$ cat src/rtl/clint_timer_pkg.sv
// rtl/clint_timer_pkg.sv - register map constants and helpers shared by the CLINT timer block
package clint_timer_pkg;

  // Register offsets inside the CLINT window.
  localparam logic [15:0] MSIP_OFF     = 16'h0000;
  localparam logic [15:0] MTIMECMP_OFF = 16'h4000;
  localparam logic [15:0] MTIME_OFF    = 16'hBFF8;

  // The window is 64 KiB; anything outside it, or in a hole inside it, is unmapped.
  localparam logic [63:0] WINDOW_SIZE = 64'h0000_0000_0001_0000;

  // Per-hart register strides in bytes.
  localparam int MSIP_STRIDE     = 4;
  localparam int MTIMECMP_STRIDE = 8;

  // A comparator at all-ones never fires until mtime itself reaches all-ones.
  localparam logic [63:0] MTIMECMP_RST = 64'hFFFF_FFFF_FFFF_FFFF;

  // Replace only the byte lanes whose strobe is set.
  function automatic logic [63:0] byte_merge(input logic [63:0] old_val,
                                             input logic [63:0] new_val,
                                             input logic [7:0]  strb);
    logic [63:0] res;
    res = old_val;
    for (int b = 0; b < 8; b++) begin
      if (strb[b]) res[8*b +: 8] = new_val[8*b +: 8];
    end
    return res;
  endfunction

endpackage

$ cat src/rtl/clint_prescaler.sv
// rtl/clint_prescaler.sv - divides clk by TICK_DIV to pace mtime increments
//   clk, rst_n : clock, synchronous active-low reset
//   clr        : restart the count at 0 on the next edge
//   tick       : high in the cycle where the count wraps (always high when TICK_DIV = 1)
module clint_prescaler #(
  parameter int unsigned TICK_DIV = 1
) (
  input  logic clk,
  input  logic rst_n,
  input  logic clr,
  output logic tick
);

  localparam logic [15:0] LAST = 16'(TICK_DIV - 1);

  logic [15:0] cnt_q;
  logic [15:0] cnt_d;

  assign tick = (cnt_q == LAST);

  always_comb begin
    cnt_d = cnt_q + 16'd1;
    if (clr || tick) cnt_d = '0;
  end

  always_ff @(posedge clk) begin
    if (!rst_n) cnt_q <= '0;
    else        cnt_q <= cnt_d;
  end

endmodule

$ cat src/rtl/clint_timer.sv
// rtl/clint_timer.sv - multi-hart core-local interruptor: mtime, per-hart mtimecmp and msip
//   clk, rst_n          : clock, synchronous active-low reset
//   i_valid/i_wen       : access request, 1 = write
//   i_addr/i_wdata      : byte address and little-endian write data
//   i_wstrb             : byte write enables
//   o_rdata/o_rvalid    : registered read data and its one-cycle valid
//   o_err               : one-cycle pulse after an unmapped or misaligned access
//   o_timer_int         : per-hart registered mtime >= mtimecmp
//   o_soft_int          : per-hart registered msip
module clint_timer
  import clint_timer_pkg::*;
#(
  parameter int unsigned NUM_HART  = 2,
  parameter int unsigned TICK_DIV  = 1,
  parameter logic [63:0] BASE_ADDR = 64'h0000_0000_0200_0000
) (
  input  logic                clk,
  input  logic                rst_n,
  input  logic                i_valid,
  input  logic                i_wen,
  input  logic [63:0]         i_addr,
  input  logic [63:0]         i_wdata,
  input  logic [7:0]          i_wstrb,
  output logic [63:0]         o_rdata,
  output logic                o_rvalid,
  output logic                o_err,
  output logic [NUM_HART-1:0] o_timer_int,
  output logic [NUM_HART-1:0] o_soft_int
);

  localparam logic [15:0] MSIP_SPAN = 16'(MSIP_STRIDE * NUM_HART);
  localparam logic [15:0] CMP_SPAN  = 16'(MTIMECMP_STRIDE * NUM_HART);

  logic [63:0]         mtime_q, mtime_d;
  logic [63:0]         cmp_q [NUM_HART];
  logic [63:0]         cmp_d [NUM_HART];
  logic [NUM_HART-1:0] msip_q, msip_d;
  logic [63:0]         rdata_q, rdata_d;
  logic                rvalid_q, rvalid_d;
  logic                err_q, err_d;
  logic [NUM_HART-1:0] timer_int_q, timer_int_d;
  logic [NUM_HART-1:0] soft_int_q, soft_int_d;

  logic [63:0] addr_diff;
  logic [15:0] off, msip_rel, cmp_rel;
  logic        in_win, msip_hit, cmp_hit, mtime_hit, hit;
  logic [2:0]  msip_idx, cmp_idx;
  logic        lane_hi;
  logic        msip_wbit, msip_wen;
  logic        wr_acc, rd_acc, mtime_we;
  logic        tick;
  logic [63:0] rd_word;

  // Subtracting the base first lets one unsigned compare reject addresses
  // both below and above the window.
  always_comb begin
    addr_diff = i_addr - BASE_ADDR;
    in_win    = addr_diff < WINDOW_SIZE;
    off       = addr_diff[15:0];
    msip_rel  = off - MSIP_OFF;
    cmp_rel   = off - MTIMECMP_OFF;
    msip_idx  = msip_rel[4:2];
    cmp_idx   = cmp_rel[5:3];
    msip_hit  = in_win && (msip_rel < MSIP_SPAN) && (msip_rel[1:0] == 2'b00);
    cmp_hit   = in_win && (cmp_rel < CMP_SPAN) && (cmp_rel[2:0] == 3'b000);
    mtime_hit = in_win && (off == MTIME_OFF);
    hit       = msip_hit || cmp_hit || mtime_hit;
    wr_acc    = i_valid && i_wen && hit;
    rd_acc    = i_valid && !i_wen;
    mtime_we  = wr_acc && mtime_hit;
    // msip words are 32 bits; address bit 2 picks which half of the 64-bit bus carries it.
    lane_hi   = i_addr[2];
    msip_wbit = lane_hi ? i_wdata[32] : i_wdata[0];
    msip_wen  = lane_hi ? i_wstrb[4]  : i_wstrb[0];
  end

  clint_prescaler #(
    .TICK_DIV(TICK_DIV)
  ) u_prescaler (
    .clk  (clk),
    .rst_n(rst_n),
    .clr  (mtime_we),
    .tick (tick)
  );

  // Read mux works off pre-write register state; unmapped reads fall through to 0.
  always_comb begin
    rd_word = '0;
    if (mtime_hit) rd_word = mtime_q;
    for (int h = 0; h < int'(NUM_HART); h++) begin
      if (cmp_hit && (cmp_idx == 3'(h))) rd_word = cmp_q[h];
      if (msip_hit && (msip_idx == 3'(h))) begin
        rd_word = lane_hi ? {31'b0, msip_q[h], 32'b0} : {63'b0, msip_q[h]};
      end
    end
  end

  always_comb begin
    mtime_d = mtime_q;
    if (mtime_we)  mtime_d = byte_merge(mtime_q, i_wdata, i_wstrb);
    else if (tick) mtime_d = mtime_q + 64'd1;

    msip_d = msip_q;
    for (int h = 0; h < int'(NUM_HART); h++) begin
      cmp_d[h] = cmp_q[h];
      if (wr_acc && cmp_hit && (cmp_idx == 3'(h))) begin
        cmp_d[h] = byte_merge(cmp_q[h], i_wdata, i_wstrb);
      end
      if (wr_acc && msip_hit && (msip_idx == 3'(h)) && msip_wen) begin
        msip_d[h] = msip_wbit;
      end
      timer_int_d[h] = (mtime_q >= cmp_q[h]);
    end
    soft_int_d = msip_q;

    rdata_d  = rd_acc ? rd_word : rdata_q;
    rvalid_d = rd_acc;
    err_d    = i_valid && !hit;
  end

  always_ff @(posedge clk) begin
    if (!rst_n) begin
      mtime_q     <= '0;
      msip_q      <= '0;
      rdata_q     <= '0;
      rvalid_q    <= 1'b0;
      err_q       <= 1'b0;
      timer_int_q <= '0;
      soft_int_q  <= '0;
      for (int h = 0; h < int'(NUM_HART); h++) cmp_q[h] <= MTIMECMP_RST;
    end else begin
      mtime_q     <= mtime_d;
      msip_q      <= msip_d;
      rdata_q     <= rdata_d;
      rvalid_q    <= rvalid_d;
      err_q       <= err_d;
      timer_int_q <= timer_int_d;
      soft_int_q  <= soft_int_d;
      for (int h = 0; h < int'(NUM_HART); h++) cmp_q[h] <= cmp_d[h];
    end
  end

  assign o_rdata     = rdata_q;
  assign o_rvalid    = rvalid_q;
  assign o_err       = err_q;
  assign o_timer_int = timer_int_q;
  assign o_soft_int  = soft_int_q;

endmodule

$ cat config.mk
export PLATFORM = sky130hd
export DESIGN_NAME = clint_timer
export DESIGN_NICKNAME = d
export VERILOG_FILES = /design/src/rtl/clint_timer_pkg.sv /design/src/rtl/clint_prescaler.sv /design/src/rtl/clint_timer.sv
export SDC_FILE = /design/constraint.sdc
export NUM_CORES = 1
export LEC_CHECK = 0
export ABC_AREA = 1
export BUFFER_PORTS_ARGS = -buffer_cell sky130_fd_sc_hd__buf_2
export CAP_MARGIN = 20
export CORE_UTILIZATION = 60
export CTS_CLUSTER_DIAMETER = 200
export CTS_CLUSTER_SIZE = 12
export DETAILED_ROUTE_END_ITERATION = 12
export GPL_TIMING_DRIVEN = 0
export PLACE_DENSITY = 0.82
export SLEW_MARGIN = 20
export SYNTH_ARGS = -nofsm -noshare
export SYNTH_HDL_FRONTEND = slang
export SYNTH_SLANG_ARGS = --single-unit
$ cat constraint.sdc
create_clock -name clk -period 4.1 [get_ports clk]
set_input_delay 1.23 -clock clk [delete_from_list [all_inputs] [get_ports clk]]
set_output_delay 1.23 -clock clk [all_outputs]
set_load 0.02 [all_outputs]
Yosys cells after proc, flatten, opt, wreduce, memory -nomap -nowiden. Memory sizes are Yosys's and may differ from the RTL's. Index checks and enable logic that the tools add are counted.

Add/subtract/negate cells: 4. Order comparisons: 5. Equality and inequality tests: 11. Mux-type cells: 41. Bitwise operators: 3. Reduce and logical (&&, ||, !) cells: 42.

Operators by type and width (number): 2-to-1 mux 64 bit (11); 2-to-1 mux 8 bit (24); greater-or-equal comparator 64 bit (2); 2-to-1 mux 33 bit (2); adder 64 x 1 -> 64 bit, second input constant (1); less-than comparator 64 x 17 -> 1 bit, second input constant (1); subtractor 64 x 26 -> 64 bit, second input constant (1); logical AND 1 bit (22); adder 16 x 1 -> 16 bit, second input constant (1); equality test 16 bit, second input constant (1); logical NOT 16 bit (1); less-than comparator 16 x 4 -> 1 bit, second input constant (1); less-than comparator 16 x 5 -> 1 bit, second input constant (1); != test 2 bit, second input constant (8); AND reduction 2 bit (8); subtractor 16 x 15 -> 16 bit, second input constant (1); logical NOT 3 bit (3); equality test 3 x 1 -> 1 bit, second input constant (2); 2-to-1 mux 1 bit (4); logical OR 1 bit (3); logical NOT 1 bit (2); logical NOT 2 bit (1); bitwise OR 1 bit (2); nonzero test 2 bit (1); 2 further kinds (2).

Bits in registers: 152. RAM bits: 128. Bits of input ports: 140. Output and inout bits: 70. Logic and storage cells: 123. Memories: 1.

Memories: cmp_q (words 2, width 64, read ports 2, clocked after memory_dff 0, write ports 2, RTL line clint_timer.sv:35) `logic [63:0] cmp_q [NUM_HART];`.

Longest topological paths before layout. Gate-level depths: netlist of the first run.

Depth in word-level cells: 12. Gate-level depth with buffers: 22. Depth with buffers taken out: 21.

By module. Synthesis of the first run repeated with hierarchy kept, for this count alone.

Cell total of the unflattened synthesis: 3200. Area, all modules: 19710.2 sq um.

Modules (own cells, without submodules): clint_timer (instances 1, cells an instance 3073, area an instance 18836.8 sq um, seq. area each 5285.1 sq um); clint_prescaler (instances 1, cells an instance 127, area an instance 873.3 sq um, seq. area each 320.3 sq um).

Worst setup path before layout of the first run. OpenSTA, ideal clock, no wires.

Path kind: input-to-reg. Start point: input i_addr[25]. End point: register mtime_q[37]. Library setup time: 113 ps. Arrival: 3538 ps. Data required time: 3987 ps. Slack: 449 ps. Stages: 19. Path buffers: 2. Path through: inv_1 ha_1 nand2_4 nor2_8 nand2_2 nor2_2 nand2_1 nand2_1 nand3_1 nor2_1 nand2_1 nor2_8 nand3_4 buf_4 o21ai_4 buf_4 nand3_1 nand2_1 nor2_1.

Cells in the longest elaborated chain, start to end: 10. Elaborated cells between the ends (all ways): 15. Those cells by class: 1 x add/sub; 1 x order compare; 1 x eq/ne; 1 x mux; 11 x reduce/logical.

Ends and longest elaborated chain: start, declared (RTL line clint_timer.sv:21) `input logic [63:0] i_addr,`; subtractor 64 x 26 -> 64 bit * (RTL line clint_timer.sv:57) `addr_diff = i_addr - BASE_ADDR;`; less-than comparator 64 x 17 -> 1 bit * (RTL line clint_timer.sv:58) `in_win = addr_diff < WINDOW_SIZE;`; logical AND 1 bit (on tied branches) (2 in series) (RTL line clint_timer.sv:64, clint_timer.sv:65); logical OR 1 bit (2 in series) (RTL line clint_timer.sv:67) `hit = msip_hit || cmp_hit || mtime_hit;`; logical AND 1 bit (RTL line clint_timer.sv:68) `wr_acc = i_valid && i_wen && hit;`; logical AND 1 bit * (RTL line clint_timer.sv:70) `mtime_we = wr_acc && mtime_hit;`; != test 2 bit (no line) or nonzero test 2 bit (tied branches); AND reduction 2 bit (no line); end signal, assigned (RTL line clint_timer.sv:132) `mtime_q <= mtime_d;`; end, declared (RTL line clint_timer.sv:34) `logic [63:0] mtime_q, mtime_d;`.

Mark *: on every way between the ends. The rest lies on a longest branch, timed or not. A chain may end at the register's enable or synchronous reset.

Final worst setup path of the first run.
Start point: input i_addr[10]. End point: register rdata_q[40], in the netlist o_rdata[40].

Cells in the longest elaborated chain, start to end: 10. Elaborated cells between the ends (all ways): 20. Those cells by class: 2 x add/sub; 3 x order compare; 1 x eq/ne; 5 x mux; 9 x reduce/logical.

Ends and longest elaborated chain: subtractor 64 x 26 -> 64 bit * (RTL line clint_timer.sv:57); subtractor 16 x 15 -> 16 bit (RTL line clint_timer.sv:61) `cmp_rel = off - MTIMECMP_OFF;`; less-than comparator 16 x 5 -> 1 bit (RTL line clint_timer.sv:65) `cmp_hit = in_win && (cmp_rel < CMP_SPAN) && (cmp_rel[2:0] == 3'b000);`; logical AND 1 bit (2 in series) (RTL line clint_timer.sv:65); logical AND 1 bit (RTL line clint_timer.sv:91) `if (cmp_hit && (cmp_idx == 3'(h))) rd_word = cmp_q[h];`; 2-to-1 mux 64 bit (RTL line clint_timer.sv:91); 2-to-1 mux 64 bit (RTL line clint_timer.sv:92) `if (msip_hit && (msip_idx == 3'(h))) begin`; 2-to-1 mux 64 bit (RTL line clint_timer.sv:91); 2-to-1 mux 64 bit * (RTL line clint_timer.sv:92); end signal, assigned (RTL line clint_timer.sv:134) `rdata_q <= rdata_d;`; end, declared (RTL line clint_timer.sv:38) `logic [63:0] rdata_q, rdata_d;`.

Marked as above.

==> metrics.csv, run 1 <==
stage,metric,value,unit
clocking,postCtsHoldBufs,0,
route,vias,22700,
critical_path,cp_common_cell,nand2_1,
critical_path,worst_r2r_path_depth,16,
place,dp_hpwl,57.1,mm
floorplan,die_w,183,um
finish,finish.instance_area,22100,sq um
route,drt-initial-drc-count,2685,
sta,min_period,4.01,ns
grt,grt_usage,43.3,%
clocking,tritoncts,yes,
floorplan,start_util,61.7,%
synth,synth-async-reset-ratio,0,%
synth,ys_seq_area_share,28.5,%
synth,synth_top_family_by_area,simple AND/OR/NAND/NOR gates,
sta,holdWs,0.464,ns
critical_path,cp_data_required_time,4.56,ns
power,ir_drop,0.000408,V
clocking,worstSkewPairLatency,0.61,ns
synth,synthAdderAreaFrac,8.40,%
finish,utilization,69.2,%
synth,synthCells,3170,
synth,synthSimpleGateAreaFrac,46.0,%
sta,tightest_slew,1.18,ns
min_path,holdPathStages,2,
clocking,clock-root-buffer,clkbuf_16,
floorplan,num_io_pins,210,
synth,synth-edff-count,0,
critical_path,start_kind,input pin,
synth,yosysTopAreaCellShare,28.5,%
synth,ys_warn_count,0,
sta,fin_crit_sh,97.7,%
grt,grt_pass1_wl,114,mm
critical_path,rrSetupSlack,0.50,ns
route,drt_wl_total,74.1,mm
sta,max_freq,250,MHz
place,dp_slack,-0.698,ns
route,drc,0,
min_path,worstHoldStart,o_rdata[35]$_SDFFE_PN0P_,
route,wl_per_cell,19.3,um
grt,antenna_found_initial,0,
finish,syn_to_final_growth,12.2,%
critical_path,critPathMaxStageDelay,0.81,ns
critical_path,cp_top_family,simple AND/OR/NAND/NOR gates,
sta,finalSetupViolCount,0,
critical_path,cp_slowest_cell,nor4_2,
min_path,hp-class,flop to flop,
finish,final_nets,3680,
clocking,cts_sinks,280,
floorplan,num_rows,65,
finish,drive_gt1_share,10.9,%
synth,ys.flop_type,dfxtp_1,
sta,hold_viol,0,
critical_path,cp.arrival,4.46,ns
outcome,status,finished clean,
synth,synth_top_cell_by_area,dfxtp_1,
power,power_density,244,nW/um^2
synth,synth_compound_area_share,5.54,%
power,p_leak,0.0122,uW
clocking,tritoncts.num_buffers,27,
min_path,holdPathEnd,o_rdata[35]$_SDFFE_PN0P_,
critical_path,path_cells,buf_2 -> nor4_1 -> nand2_1 -> nor4_2 -> clkbuf_1 -> clkbuf_1 -> nand4_1 -> nand2_1 -> nand2_1 -> nand2_1 -> a21oi_1,
synth,synthesis.nets,3442,
synth,muxShareOfSynthArea,0,%
route,drt_first_pass_iters,6,
route,drtAntennaViolNets,0,
critical_path,crit_buf_inv,3,
finish,diodes,0,
sta,slew_headroom,21.2,%
clocking,cts.clk_slew.worst_paths,0.06,ns
floorplan,die-area,33500,sq um
place,placedInstanceArea,21300,sq um
grt,gr-total-overflow,0,
grt,grt_max_degree,15,
sta,setup_ws,0.0928,ns
critical_path,rr_startpoint,mtime_q[2]$_SDFFE_PN0P_,
synth,synth_area_leaders,"dfxtp_1 (29%), nand2_1 (22%), ha_1 (8.4%)",
synth,synth_area,19700,sq um
sta,maxSlewViolCount,0,
grt,grt_pass1_vias,21100,
synth,syn_avg_cell_area,6.20,sq um
synth,synth_xor_area_share,3.21,%
synth,ys_ff_latch,280,
critical_path,worst_setup_path_end_kind,flop,
place,routabilityCongestion,1.07,
synth,ys_types,47,
sta,fin_worst_skew,0.0285,ns
floorplan,core-area,31900,sq um
clocking,htree_num_levels,1,
sta,fin_setup_tns,0,ns
route,via_per_inst,5.92,
clocking,clockBufferDepth,3,
critical_path,r2r_end,mtime_q[49]$_SDFFE_PN0P_,
run,cap_violations,0,
place,io_buffer_count,209,
critical_path,worstPathMaxFanout,10,
critical_path,path_class,input pin to flop,
floorplan,die_h,183,um
==> worst reg2reg max path, stage by stage, from the launching register on <==
cell and delay, ns:
dfxtp_1 0.39, buf_2 0.21, nand3_1 0.27, inv_1 0.17
nand2_1 0.20, nor3b_1 0.44, nand3_1 0.17, inv_1 0.08
nand4_1 0.18, nor3_1 0.54, nand3_1 0.29, o21ai_0 0.22
nand2_1 0.09, nand2_1 0.08, nand3_1 0.07, nand2_1 0.06
nor2_1 0.04
==> cell type report <==
type	instances	area [sq um]
clock inverter	2	28.8
inverter	300	1140
multi-input combinational	2474	12500
timing repair buffer	209	1050
sequential	280	5610
buffer	116	566
fill	2894	9810
tap	435	544
clock buffer	27	676
==> power by group <==
| group | internal [uW] | total [uW] | switching [uW] |
|---|---|---|---|
| Combinational | 99.9 | 367 | 267 |
| Clock | 1170 | 2290 | 1130 |
| Sequential | 2720 | 2730 | 5.59 |
==> synth_stat cells, types with 5 or more instances <==
cell type and count:
buf_1 13, inv_2 23, nor4_1 22, o21ai_0 27
ha_1 132, xnor2_1 21, a211oi_1 7, nand3b_1 10
nor2_1 341, nand2_1 1168, nor3_1 43, a21oi_1 124
nor3b_1 5, o211ai_1 6, o2111ai_1 5, dfxtp_1 280
nand3_4 17, inv_1 276, buf_2 19, clkbuf_1 73
buf_4 8, nand2_2 5, nand4_1 115, nand3_1 325
nor2_2 11, xor2_1 51
==> flip-flops by register name, summed over array words and instances (netlist names) <==
signal / count
msip_q: 2
o_soft_int: 2
o_rdata: 64
cmp_q: 128
o_rvalid: 1
u_prescaler.cnt_q: 16
mtime_q: 64
o_timer_int: 2
o_err: 1
==> logic make-up (layout without fill, tap and decap cells) <==
family / count (synthesis) / in the layout
xor+xnor: 72 / 72
simple gates: 2080 / 2080
flops: 280 / 280
compound gates: 190 / 190
buf+inv: 416 / 654
fa+ha+maj: 132 / 132
==> metal layers <==
layer,vias to the layer above,GRT usage [%],routed length [um]
li1,10700,-,-
met1,10400,57.1,29700
met2,1410,67.7,31900
met3,231,10.0,9230
met4,0,18.7,3270
met5,-,0,0
==> cell usage in the layout, fill, tap and decap left out, drive strengths merged, types with 10 or more instances in the layout <==
master	count
inv	301
dfxtp	280
a21oi	124
nor2	356
o21ai	35
nand3b	10
buf	249
nor3	44
xor2	51
nand2	1175
clkbuf	102
ha	132
xnor2	21
nand3	344
nor4	22
nand4	115
==> worst max path at each step <==
| stage | depth (start not counted) | startpoint | endpoint | slack [ns] |
|---|---|---|---|---|
| 2_1_floorplan | 19 | i_addr[25] | mtime_q[37]$_SDFFE_PN0P_ | 0.45 |
| 3_3_place_gp | 11 | i_addr[10] | o_rdata[63]$_SDFFE_PN0P_ | -0.58 |
| 3_5_place_dp | 20 | i_addr[25] | o_rdata[40]$_SDFFE_PN0P_ | -0.70 |
| 4_1_cts | 19 | i_addr[25] | o_rdata[24]$_SDFFE_PN0P_ | 0.008 |
| 5_1_grt | 20 | i_addr[25] | cmp_q[0][111]$_SDFFE_PN1P_ | -0.006 |
| 6_report | 11 | i_addr[10] | o_rdata[40]$_SDFFE_PN0P_ | 0.09 |
==> what timing repair did <==
action	in CTS	in global routing
endpoints found under the setup margin	50	247
hold endpoints to repair	0	0
cloned	0	0
resized for setup	6	57
setup buffers	0	0
==> stage by stage <==
stage          power [uW]  instances
5_1_grt              5460       3843
4_1_cts              5360       3843
3_5_place_dp         3140       3814
6_report             5390       3843
3_3_place_gp         3130       3814
2_1_floorplan        2940       3170
Power figures use the tool's default switching activity.
==> run 2, diff against run 1 <==
--- a/config.mk
+++ b/config.mk
@@ -10,7 +10,7 @@
 export CAP_MARGIN = 20
 export CORE_UTILIZATION = 60
 export CTS_CLUSTER_DIAMETER = 200
-export CTS_CLUSTER_SIZE = 12
+export CTS_CLUSTER_SIZE = 25
 export DETAILED_ROUTE_END_ITERATION = 12
 export GPL_TIMING_DRIVEN = 0
 export PLACE_DENSITY = 0.82
==> constraint.sdc (replaced) <==
create_clock -name clk -period 5.1 [get_ports clk]
set_input_delay 1.53 -clock clk [delete_from_list [all_inputs] [get_ports clk]]
set_output_delay 1.53 -clock clk [all_outputs]
set_load 0.02 [all_outputs]
==> run 2 against run 1 <==
Effect of this change: clock skew down 0.0023 ns; non-clock buffer count unchanged; clock power down 42%; critical path depth up 9; setup slack better by 0.28 ns; power down 29%; sequential share of layout area up 0.47 points; combinational power down 20%; routed wire length down 2.0%; critical path type unchanged; highest routed layer unchanged.
==> metrics.csv, run 2 (synthesized netlist as in run 1, its figures left out) <==
stage,metric,value,unit,change
finish,nFillCells,2989,,+3.3%
route,wl_met3,8.76,mm,-5.0%
critical_path,worst_setup_path_end_kind,flop,,
finish,layout_commonest_cell,nand2_1,,
sta,fin_worst_skew,0.0262,ns,-0.00229 ns
grt,grt_max_degree,26,,+11
route,dr.max_layer_used,met4,,
critical_path,cp_data_required_time,5.51,ns,+0.95 ns
finish,finish.instance_area,21700,sq um,-1.8%
place,routabilityCongestion,1.07,,unchanged
finish,syn_to_final_growth,10.2,%,
critical_path,critPathMaxStageDelay,0.72,ns,-0.09 ns
clocking,htree_num_levels,1,,unchanged
sta,max_freq,212,MHz,
critical_path,path_class,input pin to flop,,
finish,drive_gt1_share,9.81,%,-1.1 points
power,power_density,176,nW/um^2,-28%
floorplan,num_io_pins,210,,unchanged
clocking,cts_resized,0,,-6
sta,finalSetupViolCount,0,,unchanged
clocking,clockBufferDepth,3,,unchanged
clocking,postCtsHoldBufs,0,,unchanged
sta,rsz0062_at_grt,false,,
critical_path,worst_r2r_path_depth,16,,unchanged
route,wl_per_cell,18.9,um,-1.7%
floorplan,die_h,183,um,unchanged
power,p_leak,0.0120,uW,-2.0%
critical_path,cp_common_cell,nand2_1,,
power,ir_drop,0.000287,V,-30%
finish,seq_area,5610,sq um,unchanged
sta,min_period,4.73,ns,
place,io_buffer_count,209,,unchanged
grt,gr-total-overflow,0,,unchanged
clocking,worstSkewPairLatency,0.53,ns,-0.08 ns
place,dp_hpwl,57.1,mm,unchanged
sta,tightest_slew,1.21,ns,+0.0323 ns
critical_path,cp_slowest_cell,buf_1,,
route,drt_wl_total,72.6,mm,-2.0%
critical_path,start_kind,input pin,,
sta,slew_headroom,19.0,%,-2.2 points
grt,antenna_found_initial,0,,unchanged
floorplan,die_w,183,um,unchanged
clocking,cts.clk_slew.worst_paths,0.10,ns,+0.04 ns
critical_path,path_cells,buf_2 -> inv_1 -> ha_1 -> nand2_4 -> nor2_8 -> nand2_2 -> nand2_1 -> nand2_1 -> a21oi_1 -> nand3_1 -> nor2_1 -> nand3_2 -> nor2_8 -> buf_2 -> buf_1 -> nand4_1 -> nand2_1 -> nand2_1 -> nand2_1 -> a21oi_1,,
route,drtAntennaViolNets,0,,unchanged
place,placedInstanceArea,21300,sq um,unchanged
critical_path,worstPathMaxFanout,10,,unchanged
sta,fin_setup_tns,0,ns,unchanged
run,cap_violations,0,,unchanged
route,drt-initial-drc-count,2588,,-3.6%
floorplan,start_util,61.7,%,unchanged
floorplan,num_rows,65,,unchanged
route,met1_length,29.5,mm,-0.59%
clocking,tritoncts.num_buffers,15,,-44%
route,via_per_inst,5.93,,+0.29%
clocking,tritoncts,yes,,
clocking,post_cts_buffers,0,,unchanged
route,drc,0,,unchanged
grt,grt_usage,42.3,%,-1.0 points
finish,utilization,68.0,%,-1.3 points
route,vias,22700,,-0.026%
sta,maxSlewViolCount,0,,unchanged
min_path,hp-class,flop to flop,,
finish,layout_common_cells,"nand2_1 (1168), nor2_1 (341), nand3_1 (325)",,
route,drt_first_pass_iters,7,,+1
route,met2WireLength,31.3,mm,-2.1%
grt,grt_pass1_vias,20700,,-2.1%
finish,diodes,0,,unchanged
place,dp.cells,3814,,unchanged
critical_path,critPathCapture,o_rdata[57]$_SDFFE_PN0P_,,
sta,hold_viol,0,,unchanged
critical_path,rrSetupSlack,1.54,ns,+1.04 ns
finish,largest_reg_flops,128,,unchanged
critical_path,rr_startpoint,mtime_q[2]$_SDFFE_PN0P_,,
finish,final_nets,3668,,-0.33%
grt,grt_pass1_wl,111,mm,-2.0%
clocking,clock-root-buffer,clkbuf_16,,
finish,top_register,cmp_q,,
floorplan,core-area,31900,sq um,unchanged
finish,finalNonFillerCells,3831,,-0.31%
outcome,status,finished clean,,
critical_path,crit_start,i_addr[25],,
critical_path,cp.arrival,5.14,ns,+0.68 ns
clocking,cts_sinks,280,,unchanged
critical_path,r2r_end,mtime_q[49]$_SDFFE_PN0P_,,
finish,multi_input_area,12400,sq um,-0.30%
sta,fin_crit_sh,92.7,%,
floorplan,die-area,33500,sq um,unchanged
run 2: cell types whose count changed in the layout (fill, tap and decap cells not counted), moves of 2 or more:
cell	delta
buf_1	+6
buf_4	-2
nor2_4	-2
nand3_2	-2
clkbuf_16	-12
clkbuf_2	-17
nor2_2	+2
nand3_1	+2
clkbuf_1	+18
clkbuf_4	-3
run 2: cell type report:
cell class,instances,share of cell area (%)
inverter,300,5.21
timing repair buffer,209,4.83
clock inverter,2,0.133
multi-input combinational,2474,57.3
clock buffer,15,1.73
buffer,116,2.37
tap,435,2.51
sequential,280,25.9
run 2: power by group:
group / internal (uW) / switching (uW)
clock network: 547 / 772
logic: 79.6 / 213
registers: 2190 / 4.47
total: 2810 / 989
run 2: layer usage:
layer	up-vias	global-route usage (%)
li1	10700	-
met1	10400	57.3
met2	1403	66.2
met3	217	8.06
met4	0	16.4
met5	-	0
run 2: worst max-delay path, delay by kind of cell:
| kind | cells | cell delay, ns |
|---|---|---|
| AND/OR/NAND/NOR | 13 | 1.69 |
| buffers and inverters | 4 | 1.29 |
| adder cells (fa/ha/maj) | 1 | 0.32 |
| AO/OA/AOI/OAI | 2 | 0.28 |
run 2: per-stage QoR:
stage | worst slack [ns] | power [uW] | hold WS, ns
6_report | 0.373 | 3800 | 0.463
5_1_grt | 0.144 | 3880 | 0.478
4_1_cts | 0.441 | 3790 | 0.460
3_5_place_dp | 0.00236 | 2520 | 0.445
3_3_place_gp | 0.118 | 2520 | 0.441
2_1_floorplan | 1.15 | 2360 | 0.417
run 2: worst min path at each step:
stage / startpoint / end / cells past startpoint
after global placement: msip_q[1]$_SDFFE_PN0P_ / o_soft_int[1]$_SDFF_PN0_ / 2
after CTS: msip_q[0]$_SDFFE_PN0P_ / o_soft_int[0]$_SDFF_PN0_ / 2
after global routing: o_rdata[36]$_SDFFE_PN0P_ / o_rdata[36]$_SDFFE_PN0P_ / 2
final: msip_q[0]$_SDFFE_PN0P_ / o_soft_int[0]$_SDFF_PN0_ / 2
after detailed placement: msip_q[0]$_SDFFE_PN0P_ / o_soft_int[0]$_SDFF_PN0_ / 2
after floorplan: msip_q[1]$_SDFFE_PN0P_ / o_soft_int[1]$_SDFF_PN0_ / 2
